`config.mk`:
```
export PLATFORM = sky130hd
export DESIGN_NAME = fwd_hazard_unit
export DESIGN_NICKNAME = d
export VERILOG_FILES = /design/src/rtl/fwd_hazard_unit_pkg.sv /design/src/rtl/fwd_hazard_unit_scoreboard.sv /design/src/rtl/fwd_hazard_unit.sv
export SDC_FILE = /design/constraint.sdc
export NUM_CORES = 1
export LEC_CHECK = 0
export ABC_AREA = 1
export CAP_MARGIN = 15
export CORE_MARGIN = 5
export CORE_UTILIZATION = 45
export CTS_BUF_LIST = sky130_fd_sc_hd__clkbuf_2 sky130_fd_sc_hd__clkbuf_4 sky130_fd_sc_hd__clkbuf_8
export DETAILED_ROUTE_END_ITERATION = 16
export HOLD_SLACK_MARGIN = 0.1
export PLACE_DENSITY = 0.74
export SYNTH_ARGS = -nofsm -noshare
export SYNTH_HDL_FRONTEND = slang
export SYNTH_SLANG_ARGS = --single-unit
```
`constraint.sdc`:
```
create_clock -name clk_i -period 4.1 [get_ports clk_i]
set_input_delay 1.23 -clock clk_i [delete_from_list [all_inputs] [get_ports clk_i]]
set_output_delay 1.23 -clock clk_i [all_outputs]
set_load 0.005 [all_outputs]
```
`src/rtl/fwd_hazard_unit_pkg.sv`:
```
// bexkat1Def: shared reg_write codes, regfile select constant and stage-to-select encoding
package bexkat1Def;
  typedef enum logic [1:0] {
    REG_WR_NONE = 2'd0,
    REG_WR_BYTE = 2'd1,
    REG_WR_HALF = 2'd2,
    REG_WR_WORD = 2'd3
  } reg_write_t;
  localparam int FWD_SEL_REGFILE = 0;
  function automatic int stage_sel(input int k);
    return k + 1;
  endfunction
endpackage

```
`src/rtl/fwd_hazard_unit_scoreboard.sv`:
```
// fwd_scoreboard: per-register pending long-op counters; ports issue/done in, cnt/busy/sticky err out
module fwd_scoreboard
  import bexkat1Def::*;
#(
  parameter int REG_W = 4,
  parameter int CNT_W = 2
) (
  input  logic                              clk_i,
  input  logic                              rst_i,
  input  logic                              issue_i,
  input  logic [REG_W-1:0]                  issue_dst_i,
  input  logic                              done_i,
  input  logic [REG_W-1:0]                  done_dst_i,
  output logic [2**REG_W-1:0][CNT_W-1:0]    cnt_o,
  output logic [2**REG_W-1:0]               busy_o,
  output logic                              err_o
);
  localparam int NREG = 2**REG_W;
  logic [NREG-1:0][CNT_W-1:0] cnt_d, cnt_q;
  logic [NREG-1:0]            inc, dec;
  logic                       err_d, err_q;
  always_comb begin
    cnt_d = cnt_q;
    for (int r = 0; r < NREG; r++) begin
      inc[r] = issue_i && issue_dst_i == REG_W'(r);
      // an empty counter is only decremented when a same-cycle issue refills it
      dec[r] = done_i && done_dst_i == REG_W'(r) && (cnt_q[r] != '0 || inc[r]);
      cnt_d[r] = cnt_q[r] + CNT_W'(inc[r]) - CNT_W'(dec[r]);
      busy_o[r] = |cnt_q[r];
    end
    err_d = err_q | (done_i && cnt_q[done_dst_i] == '0);
  end
  always_ff @(posedge clk_i or negedge rst_i)
    if (!rst_i) begin
      cnt_q <= '0;
      err_q <= 1'b0;
    end else begin
      cnt_q <= cnt_d;
      err_q <= err_d;
    end
  assign cnt_o = cnt_q;
  assign err_o = err_q;
endmodule

```
`src/rtl/fwd_hazard_unit.sv`:
```
// fwd_hazard_unit: bypass selects (youngest stage wins), load-use/RAW/WAW stall, long-op scoreboard
//   in : clk_i, rst_i (async low), id_* (ID operands/dest), stg_* (bypass stages), lop_done_*
//   out: fwd_sel_o, stall_o, lop_issue_o, sb_busy_o, sb_err_o
//   FWD_STATS_EN adds stat_clr_i, stat_stall_o, stat_fwd_o cycle counters
module fwd_hazard_unit
  import bexkat1Def::*;
#(
  parameter int NSTAGE = 2,
  parameter int NSRC   = 2,
  parameter int REG_W  = 4,
  parameter int CNT_W  = 2,
  localparam int SEL_W = $clog2(NSTAGE + 1)
) (
  input  logic                    clk_i,
  input  logic                    rst_i,
  input  logic                    id_valid_i,
  input  logic [NSRC*REG_W-1:0]   id_src_i,
  input  logic [NSRC-1:0]         id_src_use_i,
  input  logic [REG_W-1:0]        id_dst_i,
  input  logic                    id_wr_i,
  input  logic                    id_lop_i,
  input  logic [NSTAGE*REG_W-1:0] stg_dst_i,
  input  logic [NSTAGE*2-1:0]     stg_wr_i,
  input  logic [NSTAGE-1:0]       stg_pend_i,
  input  logic                    lop_done_i,
  input  logic [REG_W-1:0]        lop_done_dst_i,
  output logic [NSRC*SEL_W-1:0]   fwd_sel_o,
  output logic                    stall_o,
  output logic                    lop_issue_o,
  output logic [2**REG_W-1:0]     sb_busy_o,
  output logic                    sb_err_o
`ifdef FWD_STATS_EN
  ,
  input  logic                    stat_clr_i,
  output logic [31:0]             stat_stall_o,
  output logic [31:0]             stat_fwd_o
`endif
);
  localparam logic [CNT_W-1:0] CNT_MAX = '1;
  logic [2**REG_W-1:0][CNT_W-1:0] cnt;
  logic [NSRC-1:0]                lu;
  logic                           hazard;
  always_comb begin
    fwd_sel_o = {NSRC{SEL_W'(FWD_SEL_REGFILE)}};
    lu = '0;
    hazard = 1'b0;
    for (int s = 0; s < NSRC; s++) begin
      // scan oldest to youngest so the youngest match overwrites
      for (int k = NSTAGE - 1; k >= 0; k--)
        if (id_src_use_i[s] && reg_write_t'(stg_wr_i[2*k+:2]) != REG_WR_NONE &&
            stg_dst_i[REG_W*k+:REG_W] == id_src_i[REG_W*s+:REG_W]) begin
          fwd_sel_o[SEL_W*s+:SEL_W] = SEL_W'(stage_sel(k));
          lu[s] = stg_pend_i[k];
        end
      // a last outstanding long op completing this cycle is bypassed, not stalled on
      if (id_src_use_i[s] && cnt[id_src_i[REG_W*s+:REG_W]] != '0 &&
          !(lop_done_i && lop_done_dst_i == id_src_i[REG_W*s+:REG_W] &&
            cnt[id_src_i[REG_W*s+:REG_W]] == CNT_W'(1)))
        hazard = 1'b1;
    end
    hazard = hazard | (|lu) | (id_wr_i && cnt[id_dst_i] != '0) | (id_lop_i && cnt[id_dst_i] == CNT_MAX);
    stall_o = id_valid_i & hazard;
    lop_issue_o = id_valid_i & id_lop_i & ~stall_o;
  end
  fwd_scoreboard #(.REG_W(REG_W), .CNT_W(CNT_W)) u_sb (
    .clk_i      (clk_i),
    .rst_i      (rst_i),
    .issue_i    (lop_issue_o),
    .issue_dst_i(id_dst_i),
    .done_i     (lop_done_i),
    .done_dst_i (lop_done_dst_i),
    .cnt_o      (cnt),
    .busy_o     (sb_busy_o),
    .err_o      (sb_err_o)
  );
`ifdef FWD_STATS_EN
  logic [31:0] stat_stall_d, stat_stall_q, stat_fwd_d, stat_fwd_q;
  always_comb begin
    stat_stall_d = stat_clr_i ? '0 : stat_stall_q + 32'(stall_o);
    stat_fwd_d = stat_clr_i ? '0 : stat_fwd_q + 32'((|fwd_sel_o) & ~stall_o);
  end
  always_ff @(posedge clk_i or negedge rst_i)
    if (!rst_i) begin
      stat_stall_q <= '0;
      stat_fwd_q <= '0;
    end else begin
      stat_stall_q <= stat_stall_d;
      stat_fwd_q <= stat_fwd_d;
    end
  assign stat_stall_o = stat_stall_q;
  assign stat_fwd_o = stat_fwd_q;
`endif
endmodule

```
==> summary.md, run 1 <==
| Metric | Value |
|---|---|
| Outcome | `completed` |
| Leak | `2.81 nW` |
| Gpl congestion | `0.959` |
| Largest stage delay on the critical path | `0.26 ns` |
| Vias in the first global route | `4484` |
| Max capacitance violation total | `0` |
| Period utilization | `0.980` |
| Initial Util | `0.464` |
| Final-report hold violation count | `0` |
| Total Routing Usage GR | `0.277` |
| Most frequent cells in the layout | `147 x nand2_1, 101 x inv_1, 69 x nor2_1` |
| Crit-path max FO | `5` |
| Antenna violations before repair | `0` |
| Syn_nets | `699` |
| # diodes | `0` |
| WL final | `14.1 mm` |
| Power per cell area | `415 mW/mm^2` |
| Fin cells | `842` |
| Post-DP Area | `0.00489 sq mm` |
| Gate Count Post-Synth | `629` |
| Setup crit end kind | `output pin` |
| Syn avg cell area | `6.10 sq um` |
| Hold bufs inserted after CTS | `0` |
| Unique masters post-synth | `28` |
| Ys flop type | `dfrtp_1` |
| Hold Crit Class | `flop to flop` |
| Final min period | `4.02 ns` |
| Core ar. | `0.00826 sq mm` |
| Worst Skew | `0.00810 ns` |
| FP Rows | `33` |
| Post-Syn Area | `0.00383 sq mm` |
| Slack of the worst reg-to-reg path | `1.33 ns` |
| HPWL Detailed | `11.0 mm` |
| Largest net degree at the start of global routing | `34` |
| Fin. max-slew vios | `0` |
| Root Driver | `clkbuf_8` |
| Commonest non-fill, non-tap cell in the layout | `nand2_1` |
| WP data required | `2.87 ns` |
| Peak VDD IR | `0.266 mV` |
| Die X | `102 microns` |
| PortBufs | `60` |
| Vias per inst | `5.42` |
| DR vias | `4567` |
| Delay-heaviest family, CP | `buffers and inverters` |
| Highest Clock Rate | `0.249 GHz` |
| #FFs+latches synth | `33` |
| Die area | `0.0105 sq mm` |
| DRT antenna net count | `0` |
| CTS buffer count | `5` |
| TritonCTS clock tree | `done` |
| Critical-path cell list | `clkdlybuf4s15_1 > buf_4 > xnor2_2 > nand3_2 > buf_4 > nand3_1 > nand2_1 > inv_2 > nor2_4 > nor2_4 > nand2_2 > nor2_4 > buf_2` |
| Die Ht | `102 microns` |
| Slew HR | `0.661` |
| CTS sink count | `33` |
| Ys async rst share | `1.00` |
| Setup TNS | `0 ns` |
| Clock-pin slew of the registers on the worst-case setup and hold paths | `0.08 ns` |
| Layout area overhead | `32.9%` |
| Io pins | `61` |
| WP buf/inv | `5` |
| Core Util, Final | `0.617` |
| Clock buffer depth | `2` |
| Slew @ Worst Pin | `0.507 ns` |
| DR iter-0 viols | `382` |
| CP Class | `input pin to output pin` |
| Clk_lat worst skew | `0.29 ns` |
| Share of layout cells above drive strength 1 | `0.148` |
| Seq/Total Area, Yosys | `0.215` |
| Worst path slowest cell | `clkdlybuf4s15_1` |
| Fin Hold WS | `0.491 ns` |
| WP data arrival | `2.79 ns` |
| Detailed Routing Iterations Pass 1 | `5` |
| # H-tree levels | `2` |
| Residual DRC | `0` |
| Design area | `0.00510 sq mm` |
| Wire per inst | `16.8 microns` |
| CP Launch Type | `input pin` |
| Global-route wire length before repair | `22.5 mm` |
| Synth warnings | `0` |
| Placed Cells incl. Taps | `828` |
| Final nets | `807` |
| Number of synthesized flops with an enable pin | `0` |
| Most frequent CP cell | `nor2_4` |
| Setup-failing EPs final | `0` |
| Grt ovf | `0` |
## registers in the layout, summed over array words and instances, names as in the netlist
name,cells
u_sb.err_o,1
u_sb.cnt_o,32
## metal layers
metal | vias to the layer above | share of wire | track usage | wire [microns]
li1 | 2215 | - | - | -
met1 | 2083 | 0.40 | 0.341 | 5700
met2 | 233 | 0.47 | 0.485 | 6700
met3 | 36 | 0.089 | 0.0485 | 1260
met4 | 0 | 0.034 | 0.101 | 486
met5 | - | 0 | 0 | 0
## worst reg2reg max path: stages (launching register included)
cell     delay (ns)
dfrtp_1        0.47
a21oi_1        0.17
o21ai_0        0.12
nand3_1        0.10
nand2_1        0.05
nor2_1         0.10
nand2_2        0.08
nand2_1        0.11
nor2_4         0.06
nor2_4         0.12
buf_4          0.21
nand4_1        0.13
a21oi_1        0.16
ha_1           0.24
inv_1          0.05
ha_1           0.14
xnor2_1        0.14
xor2_1         0.22
## kinds of logic (layout without fill, tap and decap cells)
logic type	Yosys count	after routing	share of synthesized area
DFF	33	33	0.215
buffers and inverters	131	239	0.135
AOI/OAI and AO/OA	103	103	0.141
xor gates and xnor gates	37	37	0.0845
and+or+nand+nor	293	293	0.319
adders and majority gates	32	32	0.104
## cell type report
cell class / count / area, sq um
timing repair buffer: 121 / 1070
tap: 105 / 131
sequential: 33 / 826
fill: 835 / 3160
inverter: 111 / 422
clock buffer: 7 / 90.1
multi-input combinational: 465 / 2550
## Yosys cell counts, types with 6 or more instances
cell / count / area share
a21oi_1: 47 / 0.061
dfrtp_1: 33 / 0.22
o22ai_1: 12 / 0.020
xnor2_1: 30 / 0.069
inv_1: 104 / 0.10
inv_2: 6 / 0.0059
nand4_1: 17 / 0.028
nand2_1: 153 / 0.15
ha_1: 32 / 0.10
buf_2: 13 / 0.017
nand3_1: 38 / 0.050
nor2_1: 76 / 0.074
xor2_1: 7 / 0.016
o21ai_0: 35 / 0.046
## what timing repair did
| item | CTS | global route |
|---|---|---|
| endpoints found under the setup margin | 6 | 4 |
| gates cloned | 1 | 1 |
| resized for setup | 57 | 36 |
| buffers inserted | 4 | 1 |
| pin swaps | 9 | 11 |
| hold endpoints to repair | 0 | 0 |
## per-stage QoR
| stage | power, mW | worst slack [ns] |
|---|---|---|
| after floorplan | 1.28 | 0.271 |
| after global routing | 2.29 | -0.00226 |
| after detailed placement | 1.81 | -0.720 |
| after global placement | 1.79 | -0.771 |
| final | 2.11 | 0.0829 |
| after CTS | 2.09 | -0.0231 |
## final timing paths
path / startpoint / cells after the start / to
max in group asynchronous: rst_i / 2 / u_sb.cnt_o[18]
min in group asynchronous: rst_i / 2 / u_sb.err_o
setup reg to reg: u_sb.cnt_o[7] / 17 / u_sb.cnt_o[9]
setup / recovery: id_src_i[2] / 13 / lop_issue_o
hold / removal: u_sb.err_o / 1 / u_sb.err_o
hold reg to reg: u_sb.err_o / 1 / u_sb.err_o
## report_power, final
| part | switching (mW) | internal, mW | leakage (nW) | total (mW) |
|---|---|---|---|---|
| registers | 0.218 | 0.479 | 0.376 | 0.697 |
| clock network | 0.130 | 0.140 | 0.0477 | 0.270 |
| logic | 0.650 | 0.497 | 2.39 | 1.15 |
(Power assumes the default switching activity.)
==> run 2, diff against run 1 <==
CAP_MARGIN = 0   (was 15)
==> results of run 2 <==
The final DEF is identical to that of run 1; final timing and power are the same.
==> run 3, diff against run 2 <==
SKIP_CTS_REPAIR_TIMING = 1   (was not set)
SLEW_MARGIN = 20   (was not set)
SYNTH_HIERARCHICAL = 1   (was not set)
==> summary.md, run 3 <==
| Metric | Value |
|---|---|
| Detailed Routing Iterations Pass 1 | `6 (+1)` |
| Hold Crit Class | `flop to flop` |
| Total Routing Usage GR | `0.247 (-0.0308)` |
| Core ar. | `0.00809 sq mm (-2.0%)` |
| Setup WS post-layout | `0.0838 ns (+0.000909 ns)` |
| Fin. max-slew vios | `0 (unchanged)` |
| Power per cell area | `444 mW/mm^2 (+6.9%)` |
| Area leader, netlist | `dfrtp_1` |
| Largest net degree at the start of global routing | `34 (unchanged)` |
| Unique masters post-synth | `29 (+3.6%)` |
| Peak VDD IR | `0.341 mV (+28%)` |
| Fillers | `774 (-7.3%)` |
| DRT antenna net count | `0 (unchanged)` |
| Final nets | `764 (-5.3%)` |
| Vias per inst | `5.33 (-1.7%)` |
| Switching Fraction | `0.445 (-0.0272)` |
| # H-tree levels | `2 (unchanged)` |
| Layout area overhead | `36.0%` |
| Net switching power | `987 uW (-1.1%)` |
| Gate Count Post-Synth | `587 (-6.7%)` |
| PortBufs | `60 (unchanged)` |
| Seq/Total Area, Yosys | `0.224 (+0.00916)` |
| Gpl congestion | `0.952 (-0.81%)` |
| Synth cell count leaders | `198 x nand2_1, 79 x nand3_1, 74 x inv_1` |
| # diodes | `0 (unchanged)` |
| TritonCTS clock tree | `done` |
| Area of the multi-input gates | `0.00248 sq mm (-2.8%)` |
| Fin Hold WS | `0.485 ns (-0.00614 ns)` |
| Area contributors post-synth | `dfrtp_1 22%, nand2_1 20%, ha_1 11%` |
| Die area | `0.0101 sq mm (-3.7%)` |
| Antenna violations before repair | `0 (unchanged)` |
| Logic pwr share | `0.496 (-0.047)` |
| Setup-failing EPs final | `0 (unchanged)` |
| Pre-CTS setup slack | `-0.609 ns (+0.111 ns)` |
| Synth warnings | `6 (+6)` |
| Ys flop type | `dfrtp_1` |
| Met2 WL | `5.87 mm (-12%)` |
| Clk pwr share | `0.148 (+0.020)` |
| Most frequent cells in the layout | `195 x nand2_1, 78 x nand3_1, 69 x inv_1` |
| Internal | `1.23 mW (+10%)` |
| Syn avg cell area | `6.27 sq um (+2.8%)` |
| Share of layout cells above drive strength 1 | `0.148 (+0.000305)` |
| Met3 WL | `1.05 mm (-16%)` |
| Syn_nets | `657 (-6.0%)` |
| CTS buffer count | `5 (unchanged)` |
| Largest register FFs | `32 (unchanged)` |
| Vias in the first global route | `4236 (-5.5%)` |
| Setup crit end kind | `output pin` |
| DR vias | `4264 (-6.6%)` |
| Clock buffer depth | `2 (unchanged)` |
| Residual DRC | `0 (unchanged)` |
| Highest Clock Rate | `0.249 GHz (about the same)` |
| CTS sink count | `33 (unchanged)` |
| Wire per inst | `15.6 microns (-7.2%)` |
| Power share of the sequential group | `0.356 (+0.026)` |
| WP data required | `2.87 ns (about the same)` |
| Clk_lat worst skew | `0.29 ns (about the same)` |
| Slew @ Worst Pin | `0.446 ns (-0.0613 ns)` |
| Number of synthesized flops with an enable pin | `0 (unchanged)` |
| Slew HR | `0.703 (+0.0421)` |
| Clock-pin slew of the registers on the worst-case setup and hold paths | `0.07 ns (about the same)` |
| Crit-path max FO | `2 (-3)` |
| FP Rows | `33 (unchanged)` |
| Period utilization | `0.980 (about the same)` |
| DR iter-0 viols | `371 (-2.9%)` |
| CP Launch Type | `input pin` |
| Max capacitance violation total | `0 (unchanged)` |
| Grt ovf | `0 (unchanged)` |
| Synth top area share | `0.224 (+0.00916)` |
| Leak | `2.79 nW (-0.68%)` |
| Wl on met1 | `5.12 mm (-10%)` |
| Die Ht | `100 microns (-1.9%)` |
| Worst Skew | `0.00815 ns (+0.0000525 ns)` |
| WP data arrival | `2.79 ns (about the same)` |
| Root Driver | `clkbuf_8` |
| #FFs+latches synth | `33 (unchanged)` |
| Global-route wire length before repair | `20.0 mm (-11%)` |
| CP Class | `input pin to output pin` |
| Post-Syn Area | `0.00368 sq mm (-4.1%)` |
| Ys async rst share | `1.00 (unchanged)` |
| Commonest non-fill, non-tap cell in the layout | `nand2_1` |
| Outcome | `completed` |
| Register area | `826 sq um (unchanged)` |
| Io pins | `61 (unchanged)` |
| Die X | `100 microns (-1.9%)` |
| Uppermost routed layer | `met4` |
| WL final | `12.5 mm (-12%)` |
| Total power | `2.22 mW (+4.9%)` |
| Final-report hold violation count | `0 (unchanged)` |
| Initial Util | `0.455 (-0.00985)` |
| Final min period | `4.02 ns (-0.000909 ns)` |
| HPWL Detailed | `9.50 mm (-13%)` |
| Count leader, synth | `nand2_1` |
run 3: worst paths after layout:
check | startpoint | end | slack (ns) | cells past startpoint
min in group asynchronous | rst_i | u_sb/cnt_o[5] | 1.34 | 2
max in group asynchronous | rst_i | u_sb/cnt_o[11] | 2.43 | 2
worst max-delay path | stg_wr_i[2] | fwd_sel_o[3] | 0.08 | 7
worst min register to register | u_sb/err_o | u_sb/err_o | 0.49 | 1
worst max register to register | u_sb/cnt_o[21] | u_sb/cnt_o[7] | 1.07 | 19
worst min-delay path | u_sb/err_o | u_sb/err_o | 0.49 | 1
run 3: cells by family (layout without fill, tap and decap cells):
logic type	count (synthesis)	in the layout	share of synthesized area
AND/OR/NAND/NOR	348	348	0.388
XOR/XNOR	40	40	0.0952
AO/OA/AOI/OAI	37	37	0.0650
adder cells (fa/ha/maj)	32	32	0.109
buffers and inverters	97	205	0.118
flip-flops	33	33	0.224
run 3: area by class of cell:
class,count,area share
multi-input cells,457,0.496
flip-flops and latches,33,0.165
clock buffers,7,0.0180
well taps,105,0.0263
repair inverters,2,0.00300
clock inverters,1,0.00600
repair buffers,114,0.222
inverters,81,0.0635
run 3: routing by layer:
metal  track usage  vias up
met5             0        -
met2         0.424      200
met3        0.0361       33
met1         0.309     1965
met4        0.0984        0
li1              -     2066
run 3: stage by stage:
stage | instances | util | instance area, sq um | setup TNS, ns
finish | 800 | 0.618 | 5000 | 0
global route | 800 | 0.618 | 5000 | -0.000419
CTS | 794 | 0.596 | 4820 | -3.43
detailed placement | 786 | 0.581 | 4700 | -12.55
global placement | 786 | 0.581 | 4700 | -9.70
floorplan | 587 | - | 3680 | 0
run 3: power by group through the flow:
| stage | combinational [mW] | sequential (mW) | clock, mW |
|---|---|---|---|
| global placement | 1.04 | 0.778 | 0 |
| finish | 1.10 | 0.790 | 0.328 |
| detailed placement | 1.07 | 0.788 | 0 |
| global route | 1.24 | 0.811 | 0.347 |
| floorplan | 0.661 | 0.654 | 0 |
| CTS | 1.08 | 0.781 | 0.337 |
run 3: worst max-delay path: stages:
cell and delay (ns):
clkdlybuf4s50_1 0.47, nor2_2 0.05, a21oi_1 0.11, nand3_1 0.10, buf_4 0.14, nor3_2 0.15, clkdlybuf4s50_1 0.53
